**src/rtl/mux_t_sel_sched.sv**
```systemverilog
// Round-robin scheduler sharing one temporal mux: the granted index is encoded as the
// rising-edge time of select_line within a gamma cycle, and the sampled mux output is returned.
//
// state  | meaning
// -------+---------------------------------------------------------------
// S_IDLE | no grant for the current gamma cycle, select_line held low
// S_BUSY | serving cur_id, select_line encodes cur_idx, sample y at G-1
module mux_t_sel_sched #(
   parameter int GAMMA_CYCLE_WIDTH = 16,
   parameter int NUM_INPUTS        = 14,
   parameter int NUM_REQ           = 4,
   parameter int BUS_WIDTH         = 8,
   parameter int IDX_WIDTH         = $clog2(GAMMA_CYCLE_WIDTH),
   parameter int ID_WIDTH          = (NUM_REQ > 1) ? $clog2(NUM_REQ) : 1
) (
   input  logic                               aclk,
   input  logic                               grst,
   input  logic [NUM_REQ-1:0]                 req,
   input  logic [NUM_REQ-1:0][IDX_WIDTH-1:0]  req_idx,
   output logic [NUM_REQ-1:0]                 gnt,
   output logic                               select_line,
   output logic                               mux_clr,
   input  logic [BUS_WIDTH-1:0]               y,
   output logic                               rsp_valid,
   output logic [ID_WIDTH-1:0]                rsp_id,
   output logic [BUS_WIDTH-1:0]               rsp_data,
   output logic                               rsp_err,
   output logic                               gamma_start
);

   localparam logic [IDX_WIDTH-1:0] LAST_SLOT = IDX_WIDTH'(GAMMA_CYCLE_WIDTH - 1);
   localparam logic [IDX_WIDTH-1:0] IDX_LIMIT = IDX_WIDTH'(NUM_INPUTS);

   typedef enum logic {S_IDLE, S_BUSY} state_t;

   state_t                 state, state_nxt;
   logic [IDX_WIDTH-1:0]   cnt;
   logic [ID_WIDTH-1:0]    rr_ptr;
   logic [ID_WIDTH-1:0]    cur_id;
   logic [IDX_WIDTH-1:0]   cur_idx;
   logic [NUM_REQ-1:0]     gnt_q;
   logic                   rsp_valid_q;
   logic [ID_WIDTH-1:0]    rsp_id_q;
   logic [BUS_WIDTH-1:0]   rsp_data_q;
   logic                   rsp_err_q;

   logic                   last_slot;
   logic                   idx_err;
   logic                   any_req;
   logic [ID_WIDTH-1:0]    win;
   logic [ID_WIDTH-1:0]    j_id;
   logic [NUM_REQ-1:0]     win_oh;
   logic [ID_WIDTH-1:0]    ptr_nxt;

   assign last_slot = (cnt == LAST_SLOT);
   assign idx_err   = (cur_idx >= IDX_LIMIT);
   assign ptr_nxt   = ID_WIDTH'((int'(win) + 1) % NUM_REQ);

   // Search starts at rr_ptr and wraps, first asserted request wins.
   always_comb begin
      any_req = 1'b0;
      win     = '0;
      win_oh  = '0;
      j_id    = '0;
      for (int i = 0; i < NUM_REQ; i++) begin
         j_id = ID_WIDTH'((int'(rr_ptr) + i) % NUM_REQ);
         if (!any_req && req[j_id]) begin
            any_req      = 1'b1;
            win          = j_id;
            win_oh       = '0;
            win_oh[j_id] = 1'b1;
         end
      end
   end

   always_ff @(posedge aclk) begin
      if (grst) state <= S_IDLE;
      else      state <= state_nxt;
   end

   always_comb begin
      state_nxt = state;
      if (last_slot) state_nxt = any_req ? S_BUSY : S_IDLE;
   end

   always_ff @(posedge aclk) begin
      if (grst) begin
         cnt         <= '0;
         rr_ptr      <= '0;
         cur_id      <= '0;
         cur_idx     <= '0;
         gnt_q       <= '0;
         rsp_valid_q <= 1'b0;
         rsp_id_q    <= '0;
         rsp_data_q  <= '0;
         rsp_err_q   <= 1'b0;
      end else begin
         cnt         <= last_slot ? '0 : cnt + 1'b1;
         gnt_q       <= '0;
         rsp_valid_q <= 1'b0;
         if (last_slot) begin
            if (any_req) begin
               gnt_q   <= win_oh;
               cur_id  <= win;
               cur_idx <= req_idx[win];
               rr_ptr  <= ptr_nxt;
            end
            // Response for the gamma cycle that is just ending; cur_* still hold its request.
            if (state == S_BUSY) begin
               rsp_valid_q <= 1'b1;
               rsp_id_q    <= cur_id;
               rsp_err_q   <= idx_err;
               rsp_data_q  <= idx_err ? '0 : y;
            end
         end
      end
   end

   // Outputs are forced to reset values the moment grst is seen, not just after the edge.
   always_comb begin
      gnt         = '0;
      select_line = 1'b0;
      mux_clr     = 1'b1;
      gamma_start = 1'b0;
      rsp_valid   = 1'b0;
      rsp_id      = '0;
      rsp_data    = '0;
      rsp_err     = 1'b0;
      if (!grst) begin
         gnt         = gnt_q;
         mux_clr     = (cnt == '0);
         gamma_start = (cnt == '0);
         select_line = (state == S_BUSY) && !idx_err && (cnt > cur_idx);
         rsp_valid   = rsp_valid_q;
         rsp_id      = rsp_id_q;
         rsp_data    = rsp_data_q;
         rsp_err     = rsp_err_q;
      end
   end

endmodule

```
**config.mk**
```make
export PLATFORM = sky130hd
export DESIGN_NAME = mux_t_sel_sched
export DESIGN_NICKNAME = d
export VERILOG_FILES = /design/src/rtl/mux_t_sel_sched.sv
export SDC_FILE = /design/constraint.sdc
export NUM_CORES = 1
export LEC_CHECK = 0
export BUFFER_PORTS_ARGS = -buffer_cell sky130_fd_sc_hd__buf_2
export CAP_MARGIN = 10
export CORE_MARGIN = 2
export CORE_UTILIZATION = 53
export CTS_CLUSTER_SIZE = 12
export DETAILED_ROUTE_END_ITERATION = 16
export GPL_TIMING_DRIVEN = 0
export PLACE_DENSITY = 0.88
export SKIP_LAST_GASP = 1
export SYNTH_ARGS = -nofsm -noshare
export SYNTH_HDL_FRONTEND = slang
export SYNTH_SLANG_ARGS = --single-unit
export TNS_END_PERCENT = 5
```
**constraint.sdc**
```tcl
create_clock -name aclk -period 3.4 [get_ports aclk]
set_input_delay 0.68 -clock aclk [delete_from_list [all_inputs] [get_ports aclk]]
set_output_delay 0.68 -clock aclk [all_outputs]
set_load 0.005 [all_outputs]
```
==> metrics.txt, run 1 <==
outcome finished clean; switching share of power 22.7%; fin crit share 89.2%; Total GRT Usage 22.6%; Hold-fix buffers, CTS 0; routed vias 1751; Crit. End Element register; Clock Path Buffers 2; clock sink total 29; Post-Syn Instances 212; post-route ant nets 0; initial antenna violation count 0; Worst-Margin Slew 0.534 ns; largest net degree at the start of global routing 11; Clock transition at path regs 0.09 ns; total leakage power 0.979 nW; Hold WC Path Type register to register; EDFF count, synth 0; fin crit period 3.03 ns; sequential share of power 47.4%; WP data required 3.60 ns; DP Cell Count 305; Worst Path Max Fanout 10; grt peak-use layer met2; # diodes 0; post-synth top area share 30.9%; Net Count, Synth 256; post-synthesis sequential area ratio 30.9%; Synthesis Warnings 0; Die Width 63.5 um; max-slew violation count 0; CP Class register to register; number of buffers added on ports 47; Comb power frac 12.8%; Relative slew margins 64.4%; Synth area leader dfxtp_1; Pwr per Cell Area 323 nW/um2; share of cells above drive strength 1 25.8%; WL per Instance 13.3 um; Min-Delay Path Depth 1; highest-count cells in the layout ignoring fill and taps 48 x buf_2, 28 x dfxtp_1, 21 x nor2_1; met2 Track Usage GR 38.6%; worst skew pair latency 0.32 ns; Overflow after GRT 0; drt first pass iters 5; CTS Buf Count 5; internal power 564 uW; RSZ-0062 raised after global routing no; Root Buffer clkbuf_4; Worst Clk Skew 0.00804 ns; IO Pins 49; Layout area overhead 20.2%; clock share of power 39.7%; Core Region 3360 um2; syn avg cell area 8.86 um2; Synth Register Bits 29; final net count 310; first-pass GRT wire length 7290 um; vias in the first global route 1673; hpwl dp 3260 um; switching power 166 uW; VDD IR max 0.154 mV; R2R cell count 10; CP Data Arrival Time 3.23 ns; Iteration-0 DRC Markers 84; Mapped Area 1880 um2; final hold vios 0; startpoint types register; Final Setup Violations 0; FMAX 330 MHz; H-Tree Depth 2; Yosys cell types 51; GR Util met1 27.1%; Via-to-Cell Ratio 5.59; Main synth FF type dfxtp_1; # rows 21; max cap viols 0; met3 GRT Util 5.18%; Layout Cells excl Fill 313; Async SR Flop Fraction 0%; Setup TNS 0 ns; Routed WL 4170 um; Initial Util 55.9%; die area 4040 um2; most common cell after layout, fill and taps aside buf_2; synth top area cells dfxtp_1 31%, ha_1 9.3%, nor2b_1 6.0%, nor2_1 4.2%, a22o_1 3.7%; # DRC 0; routability cong. 0.820; Die Height 63.5 um; TritonCTS clock tree yes
synth_stat cells (all sizes together) (6+ instances only):
library cell,count
a21oi,8
a22o,8
buf,7
clkbuf,6
dfxtp,29
ha,14
inv,9
mux2i,7
nand2,10
nor2,21
nor2b,18
o21ai,9
logic make-up (layout without fill, tap and decap cells):
family,count (synthesis),after routing,synth area share [%]
and+or+nand+nor,82,82,23.5
muxes,10,10,7.72
DFF,29,29,30.9
AOI/OAI and AO/OA,53,53,20.3
xor gates and xnor gates,2,2,0.932
buffers and inverters,22,77,7.32
adders and majority gates,14,14,9.32
final timing paths:
check,startpoint,end,slack [ns]
setup / recovery,rr_ptr[0],cur_idx[3],0.37
hold / removal,state,rsp_err_q,0.49
setup reg to reg,rr_ptr[0],cur_idx[3],0.37
hold reg to reg,state,rsp_err_q,0.49
registers in the layout, summed over array words and instances (netlist names):
name / cells
state: 1
cnt: 4
rsp_id_q: 2
gnt_q: 4
rsp_err_q: 1
rsp_data_q: 8
rsp_valid_q: 1
rr_ptr: 2
cur_id: 2
cur_idx: 4
per-layer routing:
| metal | vias up | wire (um) |
|---|---|---|
| li1 | 878 | - |
| met1 | 807 | 1770 |
| met2 | 58 | 2090 |
| met3 | 8 | 225 |
| met4 | 0 | 80 |
| met5 | - | 0 |
worst max-delay path: stages (launching register included):
cell and delay, ns:
dfxtp_2 0.44, clkbuf_8 0.20, inv_1 0.15, ha_1 0.38
mux4_1 0.66, o21ba_1 0.30, or3_1 0.14, and2_1 0.14
buf_6 0.16, mux2i_1 0.22, o221ai_1 0.13
final cells by class:
type | count | area [um2]
multi-input combinational | 161 | 1160
clock inverter | 1 | 30.0
sequential | 29 | 582
clock buffer | 7 | 55.1
tap | 46 | 57.6
fill | 287 | 1100
timing repair buffer | 47 | 235
inverter | 9 | 33.8
buffer | 13 | 104
power groups by stage:
stage | clock network [mW] | logic, mW | registers (mW)
finish | 0.290 | 0.0937 | 0.346
global placement | 0 | 0.0900 | 0.354
global route | 0.315 | 0.105 | 0.347
floorplan | 0 | 0.0611 | 0.353
CTS | 0.295 | 0.0938 | 0.346
detailed placement | 0 | 0.0937 | 0.354
metrics by stage:
stage	total power [mW]	setup WS (ns)	hold slack [ns]	util (%)	instance area, um2
detailed placement	0.448	0.228	0.474	64.6	2170
finish	0.730	0.369	0.487	67.2	2260
global route	0.767	0.147	0.515	67.2	2260
global placement	0.444	0.268	0.473	64.6	2170
CTS	0.735	0.210	0.484	67.1	2260
floorplan	0.414	0.599	0.448	-	1880
repair_timing:
action                     CTS  global route
buffers inserted             0             0
setup endpoints to repair    0             2
resized for setup            0             1
(Power assumes the default switching activity.)
==> inputs of run 2 (changes only) <==
--- a/config.mk
+++ b/config.mk
@@ -12,7 +12,7 @@
 export CTS_CLUSTER_SIZE = 12
 export DETAILED_ROUTE_END_ITERATION = 16
 export GPL_TIMING_DRIVEN = 0
-export PLACE_DENSITY = 0.88
+export PLACE_DENSITY = 0.8
 export SKIP_LAST_GASP = 1
 export SYNTH_ARGS = -nofsm -noshare
 export SYNTH_HDL_FRONTEND = slang
==> metrics.txt, run 2 (synthesis results as in run 1) <==
share of cells above drive strength 1 26.2% (+0.37 points); post-route ant nets 0 (unchanged); FMAX 328 MHz (-0.63%); # DRC 0 (unchanged); Crit. End Element register; Via-to-Cell Ratio 5.55 (-0.80%); Die Width 63.5 um (unchanged); Core Region 3360 um2 (unchanged); Comb power frac 14.3% (+1.5 points); most common cell after layout, fill and taps aside buf_2; internal power 467 uW (-17%); outcome finished clean; Multi-input gate area 1160 um2 (unchanged); # diodes 0 (unchanged); WL per Instance 12.7 um (-4.7%); Worst Path Max Fanout 10 (unchanged); CP Class register to register; final net count 310 (unchanged); Clock transition at path regs 0.10 ns (about the same); routability cong. 0.870 (+6.1%); total leakage power 0.965 nW (-1.5%); max reg flops 8 (unchanged); Pwr per Cell Area 289 nW/um2 (-11%); routed vias 1737 (-0.80%); number of buffers added on ports 47 (unchanged); Worst-Margin Slew 0.576 ns (+0.0418 ns); Iteration-0 DRC Markers 52 (-38%); switching share of power 27.6% (+4.9 points); Clock Path Buffers 2 (unchanged); Routed WL 3970 um (-4.7%); drt first pass iters 4 (-1); most flop-heavy register rsp_data_q; Initial Util 55.9% (unchanged); final hold vios 0 (unchanged); fin crit share 89.7% (+0.56 points); startpoint types register; Overflow after GRT 0 (unchanged); initial antenna violation count 0 (unchanged); Filler cells 304 (+5.9%); Seq. cell area 582 um2 (unchanged); Root Buffer clkbuf_4; max cap viols 0 (unchanged); Total GRT Usage 21.4% (-1.2 points); RSZ-0062 raised after global routing no; final design utilization 66.3% (-0.89 points); highest-count cells in the layout ignoring fill and taps 48 x buf_2, 28 x dfxtp_1, 21 x nor2_1; Relative slew margins 61.2% (-3.2 points); largest net degree at the start of global routing 11 (unchanged); CP Data Arrival Time 3.26 ns (+0.03 ns); Layout area overhead 18.6%; Final Setup Violations 0 (unchanged); WP data required 3.61 ns (about the same); CTS Buf Count 5 (unchanged); fin crit period 3.05 ns (+0.0192 ns); Worst Clk Skew 0.00521 ns (-0.00283 ns); clock share of power 32.0% (-7.7 points); Setup TNS 0 ns (unchanged); die area 4040 um2 (unchanged); clock sink total 29 (unchanged); worst skew pair latency 0.33 ns (about the same); VDD IR max 0.252 mV (+63%); H-Tree Depth 2 (unchanged); first-pass GRT wire length 6930 um (-4.9%); switching power 178 uW (+7.1%); hpwl dp 3050 um (-6.3%); sequential share of power 53.7% (+6.3 points); max-slew violation count 0 (unchanged); vias in the first global route 1551 (-7.3%); Hold WC Path Type register to register; # rows 21 (unchanged); TritonCTS clock tree yes; Die Height 63.5 um (unchanged); IO Pins 49 (unchanged)
==> run 2: changes by cell type in the layout (fill, tap and decap cells not counted), sizes merged <==
| cell | delta |
|---|---|
| clkinvlp | +1 |
| bufinv | -1 |
| clkbuf | -2 |
| clkinv | +2 |
==> run 2: worst paths after layout <==
check	endpoint	depth (start not counted)	start	slack (ns)
max	cur_idx[3]	10	rr_ptr[0]	0.35
min	rsp_err_q	1	state	0.49
max reg2reg	cur_idx[3]	10	rr_ptr[0]	0.35
min reg2reg	rsp_err_q	1	state	0.49
==> run 2: layer usage <==
metal | part of all wire, % | global-route usage, % | wire length [um]
met1 | 46 | 27.9 | 1830
met4 | 1.2 | 7.07 | 48
met5 | 0 | 0 | 0
met2 | 45 | 33.9 | 1800
met3 | 7.4 | 6.07 | 295
==> run 2: stage by stage <==
stage               setup WS [ns]  hold slack [ns]  area (um2)  instances  power, mW
floorplan                   0.599            0.448        1880        212      0.414
global placement            0.244            0.474        2170        305      0.445
detailed placement          0.226            0.474        2170        305      0.446
CTS                         0.198            0.493        2230        313      0.647
global route                0.146            0.504        2230        313      0.680
finish                      0.350            0.493        2230        313      0.644
==> run 2: what timing repair did <==
| item | CTS | global route |
|---|---|---|
| buffers inserted | 0 | 0 |
| setup endpoints to repair | 0 | 4 |
| hold buffers | 0 | 0 |
| gates resized for setup | 0 | 1 |
==> run 2: area by class of cell <==
cell class / count / area share, %
Tap cell: 46 / 2.58
Timing Repair Buffer: 47 / 10.6
Inverter: 9 / 1.52
Buffer: 13 / 4.66
Clock inverter: 3 / 0.786
Sequential cell: 29 / 26.1
Multi-Input combinational cell: 161 / 52.1
Clock buffer: 5 / 1.68
==> run 2: critical path, cell delays in order, from the launching register on <==
cell and delay (ns):
dfxtp_2 0.45, clkbuf_8 0.20, inv_1 0.16, ha_1 0.37, mux4_1 0.66, o21ba_1 0.30
or3_1 0.14, and2_1 0.14, buf_6 0.16, mux2i_1 0.21, o221ai_1 0.14
==> run 2: power by group through the flow <==
stage          clock network (mW)  logic (mW)  registers, mW
2_1_floorplan                   0      0.0611          0.353
3_3_place_gp                    0      0.0907          0.354
3_5_place_dp                    0      0.0918          0.354
4_1_cts                     0.208      0.0923          0.346
5_1_grt                     0.228       0.105          0.347
6_report                    0.206      0.0918          0.346
==> inputs of run 3 (changes only) <==
--- a/config.mk
+++ b/config.mk
@@ -8,11 +8,12 @@
 export BUFFER_PORTS_ARGS = -buffer_cell sky130_fd_sc_hd__buf_2
 export CAP_MARGIN = 10
 export CORE_MARGIN = 2
-export CORE_UTILIZATION = 53
+export CORE_UTILIZATION = 55
+export CTS_BUF_LIST = sky130_fd_sc_hd__clkbuf_4 sky130_fd_sc_hd__clkbuf_8
 export CTS_CLUSTER_SIZE = 12
 export DETAILED_ROUTE_END_ITERATION = 16
 export GPL_TIMING_DRIVEN = 0
-export PLACE_DENSITY = 0.8
+export PLACE_DENSITY = 0.83
 export SKIP_LAST_GASP = 1
 export SYNTH_ARGS = -nofsm -noshare
 export SYNTH_HDL_FRONTEND = slang
==> metrics.txt, run 3 (synthesis results as in run 1) <==
Setup TNS 0 ns (unchanged); Overflow after GRT 0 (unchanged); Total GRT Usage 22.3% (+0.84 points); # diodes 0 (unchanged); VDD IR max 0.220 mV (-12%); Min-Delay Path Depth 1 (unchanged); Worst Path Max Fanout 10 (unchanged); Buffers & Inverters on Critical Path 3 (unchanged); Worst Clk Skew 0.00480 ns (-0.000409 ns); Finished Cell Area 2230 um2 (unchanged); CP delay by family, top multiplexers; WP depth 10 (unchanged); max cap viols 0 (unchanged); max-slew violation count 0 (unchanged); CP peak stage delay 0.67 ns (about the same); max reg flops 8 (unchanged); most common cell after layout, fill and taps aside buf_2; Die Height 62.5 um (-1.7%); Pwr Total 645 uW (about the same); outcome finished clean; CP max-delay cell mux4_1; TritonCTS clock tree yes; # DRC 0 (unchanged); die area 3900 um2 (-3.4%); highest-count cells in the layout ignoring fill and taps 48 x buf_2, 28 x dfxtp_1, 21 x nor2_1; Routed WL 4150 um (+4.5%); most flop-heavy register rsp_data_q; routed vias 1741 (+0.23%); fin crit share 90.5% (+0.77 points); drt first pass iters 4 (unchanged); Worst-Margin Slew 0.563 ns (-0.0129 ns); hpwl dp 3070 um (+0.42%); Clock Path Buffers 2 (unchanged); fin crit period 3.08 ns (+0.0263 ns); clock sink total 29 (unchanged); share of cells above drive strength 1 26.2% (unchanged); initial antenna violation count 0 (unchanged); startpoint types register; first-pass GRT wire length 7090 um (+2.3%); Hold WC Path Type register to register; total leakage power 0.969 nW (+0.46%); Relative slew margins 62.1% (+0.87 points); largest net degree at the start of global routing 11 (unchanged); # rows 21 (unchanged); Final Setup Violations 0 (unchanged); Post-CTS Setup Bufs 0 (unchanged); Die Width 62.5 um (-1.7%); number of buffers added on ports 47 (unchanged); H-Tree Depth 2 (unchanged); WL per Instance 13.3 um (+4.5%); CP Class register to register; Iteration-0 DRC Markers 67 (+29%); Placed Area 2170 um2 (unchanged); CTS Buf Count 5 (unchanged); routability cong. 0.826 (-5.1%); worst skew pair latency 0.32 ns (about the same); Clock transition at path regs 0.09 ns (about the same); R2R cell count 10 (unchanged); final net count 310 (unchanged); FMAX 325 MHz (-0.86%); post-route ant nets 0 (unchanged); Hold-fix buffers, CTS 0 (unchanged); Layout area overhead 18.6% (unchanged); Initial Util 56.8% (+0.89 points); Via-to-Cell Ratio 5.56 (+0.23%); Pwr per Cell Area 289 nW/um2 (about the same); worst-path cell chain clkbuf_8, inv_1, ha_1, mux4_1, o21ba_1, or3_1, and2_1, buf_6, mux2i_1, o221ai_1; IO Pins 49 (unchanged); final hold vios 0 (unchanged); RSZ-0062 raised after global routing no; Crit. End Element register; Core Region 3310 um2 (-1.6%); Root Buffer clkbuf_4; WP data required 3.59 ns (-0.02 ns); CP Data Arrival Time 3.27 ns (about the same); vias in the first global route 1622 (+4.6%)
-- run 3: cell types whose count changed in the layout (fill, tap and decap cells not counted), sizes merged --
cell | before | now
clkbuf | 11 | 12
clkinvlp | 1 | 0
-- run 3: final cells by class --
type	instances	area (um2)
Multi-Input combinational cell	161	1160
Fill cell	292	1080
Sequential cell	29	582
Timing Repair Buffer	47	235
Buffer	13	104
Tap cell	46	57.6
Clock buffer	6	45.0
Inverter	9	33.8
Clock inverter	2	10.0
-- run 3: per-stage QoR --
stage	hold WS [ns]	util [%]	setup slack, ns	instances
3_3_place_gp	0.466	65.6	0.208	305
2_1_floorplan	0.448	-	0.599	212
6_report	0.497	67.3	0.323	313
3_5_place_dp	0.475	65.6	0.211	305
4_1_cts	0.493	67.3	0.201	313
5_1_grt	0.517	67.3	0.153	313
-- run 3: power by group --
part,internal [mW],switching [mW],total [mW]
sequential,0.342,0.00366,0.346
clock,0.0866,0.118,0.205
combinational,0.0464,0.0472,0.0936
total,0.475,0.169,0.645
-- run 3: path summary, 6_finish.rpt --
path,start,endpoint,slack [ns]
max,rr_ptr[0],cur_idx[1],0.32
min,cnt[0],cnt[0],0.50
max reg2reg,rr_ptr[0],cur_idx[1],0.32
min reg2reg,cnt[0],cnt[0],0.50
-- run 3: timing repair --
action,CTS,global route
hold endpoints to repair,0,0
setup endpoints to repair,0,1
resized for setup,0,1
-- run 3: layer usage --
metal | up-vias | part of all wire [%] | track usage, %
met2 | 31 | 49 | 38.3
met4 | 0 | 0.53 | 5.83
met3 | 2 | 3.1 | 3.96
li1 | 880 | - | -
met5 | - | 0 | 0
met1 | 828 | 47 | 28.8
